File: src/rtl/mem_stage_pkg.sv
// mem_stage_pkg: bus widths, stall polarity, load_op codes, the MEM register layout and FSM states.
package mem_stage_pkg;

  localparam int STALL_W      = 6;
  localparam int EX_TO_MEM_WD = 75;
  localparam int MEM_TO_WB_WD = 70;
  localparam int MEM_TO_ID_WD = 38;
  localparam int STALL_MEM    = 3;
  localparam int STALL_WB     = 4;

  localparam logic STOP    = 1'b1;
  localparam logic NO_STOP = 1'b0;

  localparam logic [2:0] LD_NONE = 3'd0;
  localparam logic [2:0] LD_LB   = 3'd1;
  localparam logic [2:0] LD_LBU  = 3'd2;
  localparam logic [2:0] LD_LH   = 3'd3;
  localparam logic [2:0] LD_LHU  = 3'd4;
  localparam logic [2:0] LD_LW   = 3'd5;

  typedef enum logic [1:0] {
    ST_IDLE = 2'd0,
    ST_WAIT = 2'd1,
    ST_DONE = 2'd2
  } mem_state_t;

  typedef struct packed {
    logic [31:0] pc;
    logic [2:0]  load_op;
    logic [1:0]  addr_lo;
    logic        rf_we;
    logic [4:0]  rf_waddr;
    logic [31:0] ex_result;
  } ex_to_mem_t;

  // Codes 6 and 7 are reserved and fall through as non-loads.
  function automatic logic is_load(input logic [2:0] op);
    return (op >= LD_LB) && (op <= LD_LW);
  endfunction

endpackage

File: src/rtl/mem_load_align.sv
// mem_load_align: combinational little-endian byte/half/word extraction with sign or zero extension.
module mem_load_align
  import mem_stage_pkg::*;
(
  input  logic [2:0]  load_op,
  input  logic [1:0]  addr_lo,
  input  logic [31:0] word,
  output logic [31:0] data
);

  logic [7:0]  byte_sel;
  logic [15:0] half_sel;

  always_comb begin
    byte_sel = word[7:0];
    case (addr_lo)
      2'd1:    byte_sel = word[15:8];
      2'd2:    byte_sel = word[23:16];
      2'd3:    byte_sel = word[31:24];
      default: byte_sel = word[7:0];
    endcase
    // Halfword loads ignore addr_lo[0]; misalignment is not trapped here.
    half_sel = addr_lo[1] ? word[31:16] : word[15:0];

    data = word;
    case (load_op)
      LD_LB:   data = {{24{byte_sel[7]}}, byte_sel};
      LD_LBU:  data = {24'h0, byte_sel};
      LD_LH:   data = {{16{half_sel[15]}}, half_sel};
      LD_LHU:  data = {16'h0, half_sel};
      default: data = word;
    endcase
  end

endmodule

File: src/rtl/mem_stage.sv
// mem_stage: MEM pipeline register + load FSM, outputs one cycle after capture; holds on stall and
// raises stallreq_mem while a load waits for data. Optional MEM_WDT_EN adds a sticky WAIT watchdog.
module mem_stage
  import mem_stage_pkg::*;
#(
  parameter int WDT_LIMIT = 255
) (
  input  logic                    clk,
  input  logic                    rst,
  input  logic [STALL_W-1:0]      stall,
  input  logic [EX_TO_MEM_WD-1:0] ex_to_mem_bus,
  input  logic                    data_sram_rvalid,
  input  logic [31:0]             data_sram_rdata,
  output logic [MEM_TO_WB_WD-1:0] mem_to_wb_bus,
  output logic [MEM_TO_ID_WD-1:0] mem_to_id_fwd,
  output logic                    stallreq_mem,
  output logic                    mem_wdt_err
);

  ex_to_mem_t ex_in;
  ex_to_mem_t ex_q;
  mem_state_t state;
  mem_state_t state_nxt;
  logic [31:0] load_buf;
  logic [31:0] load_word;
  logic [31:0] load_data;
  logic [31:0] rf_wdata;
  logic        bubble;
  logic        capture;
  logic        waiting;
  logic        rf_we;
  logic        unused_stall;

  assign ex_in        = ex_to_mem_bus;
  assign bubble       = (stall[STALL_MEM] == STOP) && (stall[STALL_WB] == NO_STOP);
  assign capture      = (stall[STALL_MEM] == NO_STOP);
  assign unused_stall = ^{stall[5], stall[2:0]};

  always_comb begin
    state_nxt = state;
    if (bubble)
      state_nxt = ST_IDLE;
    else if (capture)
      state_nxt = is_load(ex_in.load_op) ? ST_WAIT : ST_IDLE;
    else if ((state == ST_WAIT) && data_sram_rvalid)
      state_nxt = ST_DONE;
  end

  always_ff @(posedge clk or posedge rst) begin
    if (rst) begin
      ex_q     <= '0;
      state    <= ST_IDLE;
      load_buf <= '0;
    end else begin
      state <= state_nxt;
      if (bubble)
        ex_q <= '0;
      else if (capture)
        ex_q <= ex_in;
      if ((state == ST_WAIT) && data_sram_rvalid)
        load_buf <= data_sram_rdata;
    end
  end

  // Same-cycle rvalid bypasses load_buf so the stall drops with no extra latency.
  assign waiting      = (state == ST_WAIT) && !data_sram_rvalid;
  assign stallreq_mem = waiting;
  assign load_word    = (state == ST_WAIT) ? data_sram_rdata : load_buf;

  mem_load_align u_align (
    .load_op (ex_q.load_op),
    .addr_lo (ex_q.addr_lo),
    .word    (load_word),
    .data    (load_data)
  );

  assign rf_we    = ex_q.rf_we && !waiting;
  assign rf_wdata = is_load(ex_q.load_op) ? load_data : ex_q.ex_result;

  assign mem_to_wb_bus = {ex_q.pc, rf_we, ex_q.rf_waddr, rf_wdata};
  assign mem_to_id_fwd = {rf_we, ex_q.rf_waddr, rf_wdata};

`ifdef MEM_WDT_EN
  localparam int WDT_CW = (WDT_LIMIT > 1) ? $clog2(WDT_LIMIT + 1) : 1;

  logic [WDT_CW-1:0] wdt_cnt;
  logic              wdt_err;

  always_ff @(posedge clk or posedge rst) begin
    if (rst) begin
      wdt_cnt <= '0;
      wdt_err <= 1'b0;
    end else if (state == ST_WAIT) begin
      if (wdt_cnt != WDT_CW'(WDT_LIMIT))
        wdt_cnt <= wdt_cnt + WDT_CW'(1);
      if (wdt_cnt == WDT_CW'(WDT_LIMIT - 1))
        wdt_err <= 1'b1;
    end else begin
      wdt_cnt <= '0;
    end
  end

  assign mem_wdt_err = wdt_err;
`else
  logic [31:0] unused_wdt_limit;
  assign unused_wdt_limit = WDT_LIMIT;
  assign mem_wdt_err      = 1'b0;
`endif

endmodule
File: config.mk
export PLATFORM = sky130hd
export DESIGN_NAME = mem_stage
export DESIGN_NICKNAME = d
export VERILOG_FILES = /design/src/rtl/mem_stage_pkg.sv /design/src/rtl/mem_load_align.sv /design/src/rtl/mem_stage.sv
export SDC_FILE = /design/constraint.sdc
export NUM_CORES = 1
export LEC_CHECK = 0
export ABC_AREA = 1
export BUFFER_PORTS_ARGS = -buffer_cell sky130_fd_sc_hd__buf_2
export CORE_MARGIN = 2
export CORE_UTILIZATION = 47
export CTS_CLUSTER_SIZE = 28
export DETAILED_ROUTE_END_ITERATION = 10
export PLACE_DENSITY = 0.83
export SETUP_SLACK_MARGIN = 0.3
export SYNTH_ARGS = -nofsm -noshare
export SYNTH_HDL_FRONTEND = slang
export SYNTH_HIERARCHICAL = 1
export SYNTH_SLANG_ARGS = --single-unit
File: constraint.sdc
create_clock -name clk -period 3 [get_ports clk]
set_input_delay 0.15 -clock clk [delete_from_list [all_inputs] [get_ports clk]]
set_output_delay 0.15 -clock clk [all_outputs]
set_load 0.02 [all_outputs]
# Word level (Yosys, flattened, before mapping)
# Index checks and enable logic that the tools add are counted.
[totals]
register_bits = 109
in_bits = 116
output_inout_bits = 110
wordCells = 42
[op_classes]
order_cmp = 4
n_eq_ne = 10
n_mux = 11
bitwise_logic = 1
reduce_logical = 8
[ops]
columns = ["operator", "n"]
rows = [
  ["2-to-1 mux 75 bit", 2],
  ["one-hot mux 32 bit (4 select lines)", 1],
  ["2-to-1 mux 32 bit", 2],
  ["one-hot mux 8 bit (3 select lines)", 1],
  ["2-to-1 mux 16 bit", 1],
  ["== test 3 x 2 -> 1 bit (second input constant)", 2],
  ["greater-or-equal comparator 3 x 1 -> 1 bit (second input constant)", 2],
  ["less-or-equal comparator 3 bit (second input constant)", 2],
  ["logical AND 1 bit", 6],
  ["2-to-1 mux 2 bit", 3],
  ["== test 2 x 1 -> 1 bit (second input constant)", 2],
  ["== test 2 bit (second input constant)", 2],
  ["== test 3 x 1 -> 1 bit (second input constant)", 1],
  ["== test 3 bit (second input constant)", 1],
  ["inequality test 3 x 1 -> 1 bit (second input constant)", 1],
  ["logical NOT 1 bit", 2],
  ["inequality test 2 x 1 -> 1 bit (second input constant)", 1],
  ["2-to-1 mux 1 bit", 1],
  ["inverter 1 bit", 1],
]

# Longest topological paths before layout
# Gate-level depths: netlist of run 1.
[depth]
ltp_word = 5
depth_mapped = 16
mapped_depth_nobuf = 12

# Cells and area by module
# The synthesis of run 1 kept the hierarchy.
[modules_own_cells]
columns = ["module", "n_inst", "cells_each", "area_each_um2", "seq_area_each_um2"]
rows = [
  ["mem_stage", 1, 728, 5705.5, 2727.6],
  ["mem_load_align", 1, 197, 1328.8, 0.0],
]

# Worst setup path after synthesis of run 1
# No wires, ideal clock.
[synth_path]
kind = "register to output"
startpoint = "register state[1]"
endpoint = "output port mem_to_wb_bus[16]"
arrival_ps = 2044
t_required_ps = 2850
path_slack_ps = 806
path_stages_with_launch = 14
path_buffers = 4
cell_sequence = "dfrtp_1 -> inv_1 -> nand2_1 -> buf_6 -> buf_4 -> o21ai_1 -> nand2_1 -> nand2_2 -> nand4_2 -> buf_2 -> nand3_2 -> nand3_1 -> nand2_1 -> buf_4"
[synth_via]
elab_chain_len = 5
elab_cells_between_ends = 6
cone_classes = "eq/ne: 1; mux: 5"
[synth_rtl]
columns = ["element", "line", "text"]
rows = [
  ["start, declared", "mem_stage.sv:22", "mem_state_t state;"],
  ["start signal, assigned", "mem_stage.sv:55", "state <= state_nxt;"],
  ["== test 2 x 1 -> 1 bit *", "mem_stage.sv:68", "assign load_word = (state == ST_WAIT) ? data_sram_rdata : load_buf;"],
  ["2-to-1 mux 32 bit *", "mem_stage.sv:68", ""],
  ["net load_word[31]", "mem_stage.sv:25", "logic [31:0] load_word;"],
  ["one-hot mux 8 bit (3 select lines) / 2-to-1 mux 16 bit (equally long branches)", "mem_load_align.sv:16, mem_load_align.sv:23", ""],
  ["one-hot mux 32 bit (4 select lines) *", "mem_load_align.sv:26", "case (load_op)"],
  ["net load_data[16]", "mem_stage.sv:26", "logic [31:0] load_data;"],
  ["2-to-1 mux 32 bit *", "mem_stage.sv:78", "assign rf_wdata = is_load(ex_q.load_op) ? load_data : ex_q.ex_result;"],
  ["end, declared", "mem_stage.sv:14", "output logic [MEM_TO_WB_WD-1:0] mem_to_wb_bus,"],
]
# Mark *: on every way through the listed nets, which the timed path passes. The rest lies on a longest branch.

# Worst setup path in the final report of run 1
[layout_path]
startpoint = "register state[0]"
endpoint = "output port mem_to_id_fwd[31]"
[layout_via]
elab_chain_len = 5
elab_cells_between_ends = 6
cone_classes = "eq/ne: 1; mux: 5"
[layout_rtl]
columns = ["element", "line", "text"]
rows = [
  ["== test 2 x 1 -> 1 bit *", "mem_stage.sv:68", ""],
  ["2-to-1 mux 32 bit *", "mem_stage.sv:68", ""],
  ["net load_word[15]", "mem_stage.sv:25", ""],
  ["one-hot mux 8 bit (3 select lines) / 2-to-1 mux 16 bit (equally long branches)", "mem_load_align.sv:16, mem_load_align.sv:23", ""],
  ["one-hot mux 32 bit (4 select lines) *", "mem_load_align.sv:26", ""],
  ["net load_data[31]", "mem_stage.sv:26", ""],
  ["2-to-1 mux 32 bit *", "mem_stage.sv:78", ""],
  ["end, declared", "mem_stage.sv:15", "output logic [MEM_TO_ID_WD-1:0] mem_to_id_fwd,"],
]
# Marked as above.

==> results of run 1 <==
## placed cells by master, fill, tap and decap left out, types with 2 or more instances in the layout
master         synthesis  routed
inv_2                  4       5
inv_6                  0       2
nand4_1                8       8
inv_1                 59      57
nand3_1               90      90
dlygate4sd3_1          0      55
clkinvlp_4             0       3
o22ai_1                3       3
nand2_1              378     377
a21oi_1                2       2
clkbuf_16              0       9
nand2_4                4       5
buf_4                 80      14
o21ai_1               23      35
nand2_2                4       5
o21ai_0               42      22
dfrtp_1              109     108
buf_12                 3       2
buf_2                 20     220
clkinv_4               1       2
o21ai_2                1       8
buf_6                 23       3
o21ai_4                1       2
nand3_2               60      60
## tightest hold or removal path: stages
cell and delay, ns:
buf_2 0.07, nand2_1 0.05, nand2_1 0.05
## Yosys cell counts
master / number
a21oi_1: 2
buf_12: 3
buf_2: 20
buf_4: 80
buf_6: 23
clkbuf_1: 4
clkinv_4: 1
conb_1: 1
dfrtp_1: 109
inv_1: 59
inv_2: 4
inv_4: 1
inv_8: 1
nand2_1: 378
nand2_2: 4
nand2_4: 4
nand3_1: 90
nand3_2: 60
nand3b_4: 1
nand4_1: 8
nand4_2: 1
nor2_1: 1
o21ai_0: 42
o21ai_1: 23
o21ai_2: 1
o21ai_4: 1
o22ai_1: 3
## what timing repair did
action                     CTS  global route
hold buffers                55             0
pin swaps                    0             1
setup buffers                0             2
setup endpoints to repair   64            61
hold endpoints to repair    69             0
gates cloned                 0             1
resized for setup            9            27
## cell type report
class	count	area (sq um)	share of cell area, %
clock inverter	6	46.29	0.5510
multi-input combinational	621	3060	36.43
timing repair buffer	294	1831	21.79
sequential	109	2729	32.48
clock buffer	10	239.0	2.844
inverter	66	266.5	3.172
tap	184	230.2	2.740
## kinds of logic after synthesis
family,after synthesis
other,1
AO/OA/AOI/OAI,72
flip-flops,109
AND/OR/NAND/NOR,547
buffers and inverters,196
## how the worst max path moves through the flow
stage          cells past startpoint      from  slack (ns)                end
3_3_place_gp                      12  state[0]        0.38  mem_to_wb_bus[21]
6_report                          12  state[0]        0.43  mem_to_id_fwd[31]
2_1_floorplan                     13  state[1]        0.81  mem_to_wb_bus[16]
5_1_grt                           13  state[1]        0.26   mem_to_wb_bus[6]
4_1_cts                           13  state[1]        0.31   mem_to_wb_bus[1]
3_5_place_dp                      12  state[0]        0.35  mem_to_wb_bus[21]
## registers in the layout, indices dropped and copies added (netlist names)
name           count
mem_to_id_fwd      5
state              2
ex_q              38
load_buf          32
mem_to_wb_bus     32
## power breakdown
group | leakage [uW] | switching (uW) | total, uW | internal (uW)
combinational | 0.00337 | 1090 | 1670 | 579
clock | 0.000135 | 564 | 1160 | 593
sequential | 0.00137 | 103 | 1730 | 1630
total | 0.00488 | 1750 | 4550 | 2800
## per-layer routing
| metal | vias to the layer above | track usage (%) | share of wire (%) |
|---|---|---|---|
| li1 | 3202 | - | - |
| met1 | 2960 | 31.00 | 42 |
| met2 | 274 | 41.24 | 49 |
| met3 | 20 | 5.483 | 7.4 |
| met4 | 0 | 6.335 | 1.4 |
| met5 | - | 0 | 0 |
## metrics by stage
| stage | std cells | setup slack, ns | hold slack [ns] | utilization (%) | total power, uW |
|---|---|---|---|---|---|
| floorplan | 925 | 0.8056 | 0.2586 | - | 3038 |
| global placement | 1216 | 0.3792 | 0.1669 | 51.32 | 3294 |
| detailed placement | 1216 | 0.3486 | 0.1722 | 51.32 | 3329 |
| CTS | 1287 | 0.3065 | 0.0006496 | 57.13 | 4550 |
| global route | 1290 | 0.2610 | 0.007629 | 57.59 | 4825 |
| finish | 1290 | 0.4260 | 0.01047 | 57.59 | 4555 |
==> summary.md, run 1 <==
| Metric | Value |
|---|---|
| Post-synthesis simple-gate area fraction | `37.34%` |
| Critical path's most frequent cell | `nand3_1` |
| Initial core utilization | `48.22%` |
| Reg2reg end | `load_buf[23]` |
| Period minus WS final | `2.574 ns` |
| CTS Buf Count | `9` |
| Area grow syn2layout | `19.44%` |
| RSZ-0062 raised after global routing | `true` |
| Residual DRC | `0` |
| First-pass GRT wire length | `30750 um` |
| Vias in the first global route | `6169` |
| Mux contribution to synthesized area | `0%` |
| Mean routed wirelength per cell | `14.94 um` |
| Fraction of layout instances using a drive strength above 1 | `31.37%` |
| RR Startpoint | `state[0]` |
| Outcome | `complete, no violations` |
| Peak supply drop | `0.2467 mV` |
| Worst-path fanout max | `17` |
| # H-tree levels | `3` |
| Total global-route track usage | `24.11%` |
| Hold Path Sink | `ex_q[9]` |
| Slew Viols, Final | `0` |
| Via count | `6456` |
| Post-DP HPWL | `13340 um` |
| Boundary pin count | `226` |
| Final setup fails | `0` |
| Clock skew | `0.008806 ns` |
| Core Box Area | `14590 sq um` |
| Chip width | `126.3 um` |
| Hold path start | `ex_to_mem_bus[9]` |
| Number of diodes | `0` |
| Synth cell types | `27` |
| Max frequency | `388.5 MHz` |
| Measured slew at the worst slew-check pin | `0.7581 ns` |
| Syn Inst Count | `925` |
| Synth Net Count | `1041` |
| Worst stage delay on the critical path | `0.47 ns` |
| Pin count of the biggest net entering global routing | `74` |
| Largest family of logic cells by synthesized area | `simple AND/OR/NAND/NOR gates` |
| Warnings, synthesis | `6` |
| Post-Syn Area | `7034 sq um` |
| Final setup TNS | `0 ns` |
| Fin. Hold Viols | `0` |
| CP Launch Type | `register` |
| Initial antenna violation count | `0` |
| Period utilization | `85.80%` |
| Worst-Skew Late Latency | `0.35 ns` |
| Top Family by Delay on Critical Path | `simple AND/OR/NAND/NOR gates` |
| DR iter-0 viols | `463` |
| CTS tree | `done` |
| Syn avg cell area | `7.605 sq um` |
| DRT Wirelength | `19280 um` |
| Clock sinks | `109` |
| Post-synthesis sequential area ratio | `38.78%` |
| Hold path depth | `3` |
| Worst EP arrival | `2.42 ns` |
| Hold crit path type | `in -> reg` |
| Clk root buf | `clkbuf_16` |
| Xor/xnor cell area share of the yosys netlist | `0%` |
| Crit-path cells | `nand2_4 -> buf_6 -> nand2_1 -> o21ai_2 -> nand2_2 -> nand3_1 -> nand3b_4 -> buf_6 -> nand3_1 -> nand3_1 -> nand2_1 -> buf_2` |
| Vias/cell | `5.005` |
| Fill cells | `1290` |
| Antenna Nets Post-Route | `0` |
| R2r setup slk | `1.60 ns` |
| Crit path buffers/inverters | `3` |
| Bufs on Longest Clock Path | `2` |
| CP max stage cell | `dfrtp_2` |
| Area contributors post-synth | `dfrtp_1 (39%), nand2_1 (20%), buf_4 (8.5%)` |
| RePlAce Congestion | `0.9007` |
| Data required, critical path | `2.85 ns` |
| PD cells | `542.1 nW/um^2` |
| Finished Cell Area | `8402 sq um` |
| Max-cap violations | `0` |
| Critical path class | `reg -> out` |
| Total gr overflow | `0` |
| Synth Register Bits | `109` |
| Top cell type's share of synthesized area | `38.78%` |
| Post-synth top area cell | `dfrtp_1` |
| Leakage power | `0.004876 uW` |
| Die area | `15960 sq um` |
| Compound-cell area share of the yosys netlist | `5.390%` |
| Port Buffer Count | `220` |
| Worst R2R Path Depth | `3` |
| Worst-path clk slew | `0.07 ns` |
| Slew headroom | `49.39%` |
| Layout Nets | `1217` |
| Row count | `44` |
| 1st-pass router iterations | `5` |
| Crit end category | `primary output` |
| Placed Area | `7487 sq um` |
| Fraction of the mapped netlist area in adder cells | `0%` |
| Die height | `126.3 um` |
No activity file was read; power rests on OpenSTA's default activity.
==> run 2: changes to the inputs <==
--- a/config.mk
+++ b/config.mk
@@ -7,11 +7,13 @@
 export LEC_CHECK = 0
 export ABC_AREA = 1
 export BUFFER_PORTS_ARGS = -buffer_cell sky130_fd_sc_hd__buf_2
+export CELL_PAD_IN_SITES_DETAIL_PLACEMENT = 0
+export CELL_PAD_IN_SITES_GLOBAL_PLACEMENT = 1
 export CORE_MARGIN = 2
-export CORE_UTILIZATION = 47
+export CORE_UTILIZATION = 33
 export CTS_CLUSTER_SIZE = 28
 export DETAILED_ROUTE_END_ITERATION = 10
-export PLACE_DENSITY = 0.83
+export PLACE_DENSITY = 0.82
 export SETUP_SLACK_MARGIN = 0.3
 export SYNTH_ARGS = -nofsm -noshare
 export SYNTH_HDL_FRONTEND = slang
==> run 2 against run 1 <==
Global-route usage shrank 6.5 points. Utilization shrank 16 points. Count of clock-buffer cells in the layout shrank 1. Worst setup slack lost 0.036 ns. First-iteration DRC count shrank 25%. Clock skew shrank 0.0013 ns. Sequential share of layout area shrank 0.91 points. Via count shrank 0.11%. Power grew 1.8%. Design area grew 2.8%. Largest cell class unchanged.
==> summary.md, run 2 (same netlist as run 1, synthesis figures left out) <==
| Metric | Value |
|---|---|
| CTS tree | `done` |
| Number of diodes | `0` |
| Commonest non-fill, non-tap cell in the layout | `nand2_1` |
| Clock skew | `0.007551 ns` |
| RR Startpoint | `state[0]` |
| Worst-path fanout max | `10` |
| Vias in the first global route | `6042` |
| Post-CTS setup buffer count | `0` |
| Initial antenna violation count | `0` |
| Boundary pin count | `226` |
| DR iter-0 viols | `346` |
| Pin count of the biggest net entering global routing | `110` |
| Hold path start | `ex_to_mem_bus[20]` |
| Worst EP arrival | `2.46 ns` |
| Layout Nets | `1226` |
| Flip-flop and latch area | `2728 sq um` |
| Post-DP HPWL | `14130 um` |
| Area grow syn2layout | `22.84%` |
| First-pass GRT wire length | `31150 um` |
| Total global-route track usage | `17.65%` |
| RSZ-0062 raised after global routing | `true` |
| Critical path class | `reg -> out` |
| Hold path depth | `3` |
| Clk root buf | `clkbuf_16` |
| Max-cap violations | `0` |
| Fill cells | `2158` |
| Period minus WS final | `2.610 ns` |
| Fraction of layout instances using a drive strength above 1 | `31.48%` |
| Crit end category | `primary output` |
| Chip width | `150 um` |
| Worst R2R Path Depth | `4` |
| Area of the multi-input gates | `3123 sq um` |
| Finished Cell Area | `8641 sq um` |
| 1st-pass router iterations | `5` |
| Die area | `22500 sq um` |
| Leakage power | `0.004946 uW` |
| Placed Instances | `1310` |
| DRT Wirelength | `19930 um` |
| CP max stage cell | `dfrtp_1` |
| Die height | `150 um` |
| Outcome | `complete, no violations` |
| Largest register FFs | `38` |
| Final setup TNS | `0 ns` |
| PD cells | `536.6 nW/um^2` |
| Final setup fails | `0` |
| CP Launch Type | `register` |
| Reg2reg end | `load_buf[20]` |
| Vias/cell | `4.640` |
| Period utilization | `87.00%` |
| Measured slew at the worst slew-check pin | `0.6797 ns` |
| Bufs on Longest Clock Path | `2` |
| Initial core utilization | `33.57%` |
| Worst-path clk slew | `0.07 ns` |
| Worst-Skew Late Latency | `0.36 ns` |
| Clock sinks | `109` |
| Peak supply drop | `0.3051 mV` |
| Max frequency | `383.2 MHz` |
| Residual DRC | `0` |
| Placed Area | `7611 sq um` |
| Crit-path cells | `nand2_4 -> buf_4 -> nand2_1 -> o21ai_1 -> nand2_2 -> nand3_4 -> nand3b_4 -> nand3_2 -> nand3_1 -> nand2_1 -> buf_2` |
| CTS Buf Count | `9` |
| Worst stage delay on the critical path | `0.43 ns` |
| Core Box Area | `20960 sq um` |
| Via count | `6449` |
| Hold crit path type | `in -> reg` |
| R2r setup slk | `1.62 ns` |
| Antenna Nets Post-Route | `0` |
| Row count | `53` |
| Biggest register | `ex_q` |
| Data required, critical path | `2.85 ns` |
| Top Family by Delay on Critical Path | `simple AND/OR/NAND/NOR gates` |
| Most frequent cells in the layout | `nand2_1 (374), buf_2 (220), dfrtp_1 (109), nand3_1 (89), dlygate4sd3_1 (61)` |
| Fin. Hold Viols | `0` |
| Slew headroom | `54.62%` |
| Critical path's most frequent cell | `nand2_1` |
| Port Buffer Count | `220` |
| # H-tree levels | `3` |
| Slew Viols, Final | `0` |
| Hold Path Sink | `ex_q[20]` |
| Mean routed wirelength per cell | `14.34 um` |
| Layout Cells excl Fill | `1390` |
| WHS | `0.008666 ns` |
| Total gr overflow | `0` |
| RePlAce Congestion | `0.8832` |
| Crit path buffers/inverters | `2` |
==> run 2: layer usage <==
metal / vias up / GRT usage (%) / part of all wire (%)
met5: - / 0 / 0
met4: 0 / 4.858 / 1.7
met3: 23 / 3.902 / 6.0
met2: 213 / 29.59 / 49
met1: 2978 / 22.95 / 44
li1: 3235 / - / -
==> run 2: cell type report <==
type / count / share of cell area [%]
flip-flops and latches: 109 / 31.57
clock inverters: 7 / 0.8398
repair buffers: 301 / 21.78
multi-input cells: 623 / 36.14
clock buffers: 9 / 2.606
inverters: 66 / 3.084
well taps: 275 / 3.982
==> run 2: worst reg2reg max path, delay by kind of cell, from the launching register on <==
family | cells | cell delay [ns]
buffers and inverters | 1 | 0.48
AND/OR/NAND/NOR | 2 | 0.28
flip-flops | 1 | 0.43
AO/OA/AOI/OAI | 1 | 0.11
==> run 2: worst max-delay path by stage <==
stage / startpoint / end / slack, ns / depth (start not counted)
2_1_floorplan: state[1] / mem_to_wb_bus[16] / 0.81 / 13
3_3_place_gp: state[1] / mem_to_wb_bus[9] / 0.38 / 11
3_5_place_dp: state[1] / mem_to_wb_bus[9] / 0.36 / 11
4_1_cts: state[1] / mem_to_wb_bus[3] / 0.31 / 13
5_1_grt: state[0] / mem_to_wb_bus[5] / 0.24 / 13
6_report: state[0] / mem_to_wb_bus[8] / 0.39 / 11
==> run 2: power by group <==
part,internal [uW],switching [uW]
Sequential,1630,98.6
Clock,593,620
Combinational,595,1100
==> run 2: timing repair <==
action                                  CTS  global route
hold buffers                             60             1
pin swaps                                 1             2
cloned                                    1             2
hold endpoints to repair                107             1
endpoints found under the setup margin   62            62
resized for setup                        15            20
==> run 2: stage by stage <==
| step | utilization (%) | setup WS (ns) | power [uW] |
|---|---|---|---|
| 6_report | 41.23 | 0.3901 | 4637 |
| 5_1_grt | 41.23 | 0.2431 | 4936 |
| 4_1_cts | 40.80 | 0.3082 | 4666 |
| 3_5_place_dp | 36.32 | 0.3598 | 3360 |
| 3_3_place_gp | 36.32 | 0.3806 | 3339 |
| 2_1_floorplan | - | 0.8056 | 3038 |
==> run 3: changes to the inputs <==
--- a/config.mk
+++ b/config.mk
@@ -5,15 +5,14 @@
 export SDC_FILE = /design/constraint.sdc
 export NUM_CORES = 1
 export LEC_CHECK = 0
-export ABC_AREA = 1
 export BUFFER_PORTS_ARGS = -buffer_cell sky130_fd_sc_hd__buf_2
 export CELL_PAD_IN_SITES_DETAIL_PLACEMENT = 0
 export CELL_PAD_IN_SITES_GLOBAL_PLACEMENT = 1
 export CORE_MARGIN = 2
-export CORE_UTILIZATION = 33
+export CORE_UTILIZATION = 35
 export CTS_CLUSTER_SIZE = 28
 export DETAILED_ROUTE_END_ITERATION = 10
-export PLACE_DENSITY = 0.82
+export PLACE_DENSITY = 0.83
 export SETUP_SLACK_MARGIN = 0.3
 export SYNTH_ARGS = -nofsm -noshare
 export SYNTH_HDL_FRONTEND = slang
==> run 3 against run 2 <==
The flow now finishes with violations (negative setup slack). Sequential cell count stayed put. Sequential power hardly changed. Critical path depth is 1 lower. Highest routed layer is now met5.
==> summary.md, run 3 <==
| Metric | Value |
|---|---|
| DR iter-0 viols | `446` |
| Clock skew | `0.01127 ns` |
| Slew Viols, Final | `0` |
| Clock sinks | `109` |
| # H-tree levels | `3` |
| RSZ-0062 raised after global routing | `true` |
| 1st-pass router iterations | `4` |
| Residual DRC | `0` |
| Final setup TNS | `-7.978 ns` |
| Fraction of layout instances using a drive strength above 1 | `47.75%` |
| Share of synthesized registers carrying an async set or reset | `100.0%` |
| First-pass GRT wire length | `27580 um` |
| Max frequency | `315.1 MHz` |
| Post-synthesis sequential area ratio | `41.32%` |
| Slew headroom | `41.91%` |
| Clock share of power | `24.7%` |
| Sequential Power Share | `33.9%` |
| Total gr overflow | `0` |
| Top cell type's share of synthesized area | `41.32%` |
| WHS | `0.01988 ns` |
| CP Launch Type | `register` |
| Worst EP arrival | `3.02 ns` |
| Peak supply drop | `0.2984 mV` |
| Post-Syn Area | `6601 sq um` |
| DRT Wirelength | `18120 um` |
| Biggest register | `ex_q` |
| Vias/cell | `4.834` |
| Pin count of the biggest net entering global routing | `58` |
| Post-synth top area cell | `dfrtp_1` |
| Synth Register Bits | `109` |
| Sw Ratio | `34.05%` |
| Worst-path clk slew | `0.08 ns` |
| Period utilization | `105.8%` |
| Bufs on Longest Clock Path | `2` |
| Commonest non-fill, non-tap cell in the layout | `buf_2` |
| Critical path class | `reg -> out` |
| Clk root buf | `clkbuf_16` |
| Layout Cells excl Fill | `1038` |
| Fill cells | `1737` |
| CTS tree | `done` |
| Post-DP HPWL | `12430 um` |
| Largest register FFs | `38` |
| RePlAce Congestion | `0.8244` |
| Layout Nets | `911` |
| Via count | `5018` |
| Hold crit path type | `in -> reg` |
| Period minus WS final | `3.173 ns` |
| Syn avg cell area | `10.16 sq um` |
| Most frequent cell after synthesis | `dfrtp_1` |
| Chip width | `141.3 um` |
| Number of synthesized flops with an enable pin | `0` |
| Worst-Skew Late Latency | `0.35 ns` |
| Antenna Nets Post-Route | `0` |
| Leakage power | `0.004451 uW` |
| Boundary pin count | `226` |
| Violated checks | `negative setup slack` |
| Synth top cells by count | `dfrtp_1 (109), o21ai_0 (83), buf_4 (82)` |
| Mean routed wirelength per cell | `17.46 um` |
| Area contributors post-synth | `dfrtp_1 (41%), mux2_2 (11%), buf_4 (9.3%)` |
| Most frequent cells in the layout | `buf_2 (168), dfrtp_1 (109), mux2_4 (80), o21ai_0 (77), inv_1 (76)` |
| CTS Buf Count | `9` |
| Cell Int Power | `3404 uW` |
| Die height | `141.3 um` |
| Setup WS post-layout | `-0.1732 ns` |
| Die area | `19980 sq um` |
| Port Buffer Count | `220` |
| PD cells | `615.9 nW/um^2` |
| Syn Inst Count | `650` |
| Area grow syn2layout | `26.95%` |
| Warnings, synthesis | `6` |
| Sw power | `1758 uW` |
| Core Box Area | `18580 sq um` |
| Row count | `50` |
| Total global-route track usage | `17.86%` |
| Ys flop type | `dfrtp_1` |
| Data required, critical path | `2.85 ns` |
| Final setup fails | `62` |
| Util after Layout | `45.10%` |
| Initial antenna violation count | `5` |
| Worst-path fanout max | `8` |
| Fin. Hold Viols | `0` |
| Crit end category | `primary output` |
| Measured slew at the worst slew-check pin | `0.8695 ns` |
| Synth Net Count | `766` |
| Max-cap violations | `0` |
| Synth cell types | `42` |
| Gate power share | `41.4%` |
| Initial core utilization | `35.53%` |
| Placed Instances | `1002` |
| Vias in the first global route | `4904` |
| Outcome | `finished, violations left` |
==> run 3: cell types whose count changed in the layout (fill, tap and decap cells not counted), moves of 16 or more <==
cell | before | now
buf_2 | 220 | 168
mux2_2 | 0 | 16
inv_1 | 58 | 76
a21o_1 | 0 | 17
o21ai_0 | 26 | 77
mux2_4 | 0 | 80
o21ai_1 | 32 | 6
nand3_2 | 60 | 0
nand3_1 | 89 | 28
nand2_1 | 374 | 51
buf_6 | 2 | 51
dlygate4sd3_1 | 61 | 1
==> run 3: cell type report <==
cell class / instances / area [sq um] / share of cell area [%]
inverter: 77 / 292.8 / 3.494
clock buffer: 11 / 242.7 / 2.896
tap: 234 / 292.8 / 3.494
multi-input combinational: 347 / 3019 / 36.03
antenna: 4 / 10.01 / 0.1194
clock inverter: 5 / 67.56 / 0.8062
timing repair buffer: 251 / 1728 / 20.62
sequential: 109 / 2728 / 32.55
==> run 3: repair_timing <==
action / 4_1_cts / 5_1_grt
setup endpoints to repair: 64 / 64
hold endpoints to repair: 16 / 0
cloned: 3 / 0
gates resized for setup: 106 / 43
setup buffers: 8 / 4
hold buffers: 1 / 0
pin swaps: 0 / 1
==> run 3: logic make-up (layout without fill, tap and decap cells) <==
logic type	Yosys count	count (layout)	synth area share, %
DFF	109	109	41.32
AOI/OAI and AO/OA	132	133	12.62
other	1	5	0.05681
xor gates and xnor gates	2	2	0.3792
muxes	105	105	20.96
and+or+nand+nor	105	106	7.885
buffers and inverters	196	344	16.77
==> run 3: worst paths after layout <==
| path | cells past startpoint | slack [ns] | to | startpoint |
|---|---|---|---|---|
| worst max-delay path | 10 | -0.17 | mem_to_wb_bus[31] | state[0] |
| worst min-delay path | 3 | 0.02 | mem_to_wb_bus[54] | ex_to_mem_bus[59] |
| worst max register to register | 5 | 1.19 | load_buf[30] | state[0] |
| worst min register to register | 2 | 0.48 | mem_to_wb_bus[38] | mem_to_wb_bus[38] |
| max in group asynchronous | 4 | 1.69 | mem_to_wb_bus[62] | rst |
| min in group asynchronous | 3 | 0.52 | mem_to_wb_bus[45] | rst |
==> run 3: layer usage <==
metal | vias to the layer above | global-route usage [%] | wire, um
met5 | - | 0 | 7
met4 | 2 | 4.158 | 272
met3 | 20 | 4.725 | 1234
met2 | 169 | 28.28 | 8457
met1 | 2409 | 24.59 | 8152
li1 | 2418 | - | -
==> run 3: stage by stage <==
step                      setup slack [ns]  total power (uW)  instance area (sq um)
after global placement              0.1018              3504                   7427
after detailed placement           0.08767              3521                   7427
after floorplan                     0.2713              3207                   6755
final                              -0.1732              5161                   8381
after global routing               -0.2484              5399                   8373
after CTS                          -0.1575              5083                   8197
==> run 3: power by group through the flow <==
stage / combinational, uW / sequential [uW] / clock [uW]
floorplan: 1470 / 1740 / 0
global placement: 1740 / 1760 / 0
detailed placement: 1750 / 1770 / 0
CTS: 2020 / 1750 / 1310
global route: 2260 / 1770 / 1370
finish: 2140 / 1750 / 1280
==> run 3: worst max-delay path, stage by stage (launching register included) <==
cell      delay [ns]
dfrtp_1         0.37
nor2b_4         0.20
buf_6           0.14
buf_6           0.10
mux2_4          0.29
mux4_2          0.55
nand4b_4        0.19
o31ai_4         0.16
a21o_1          0.22
mux2_4          0.30
buf_6           0.14
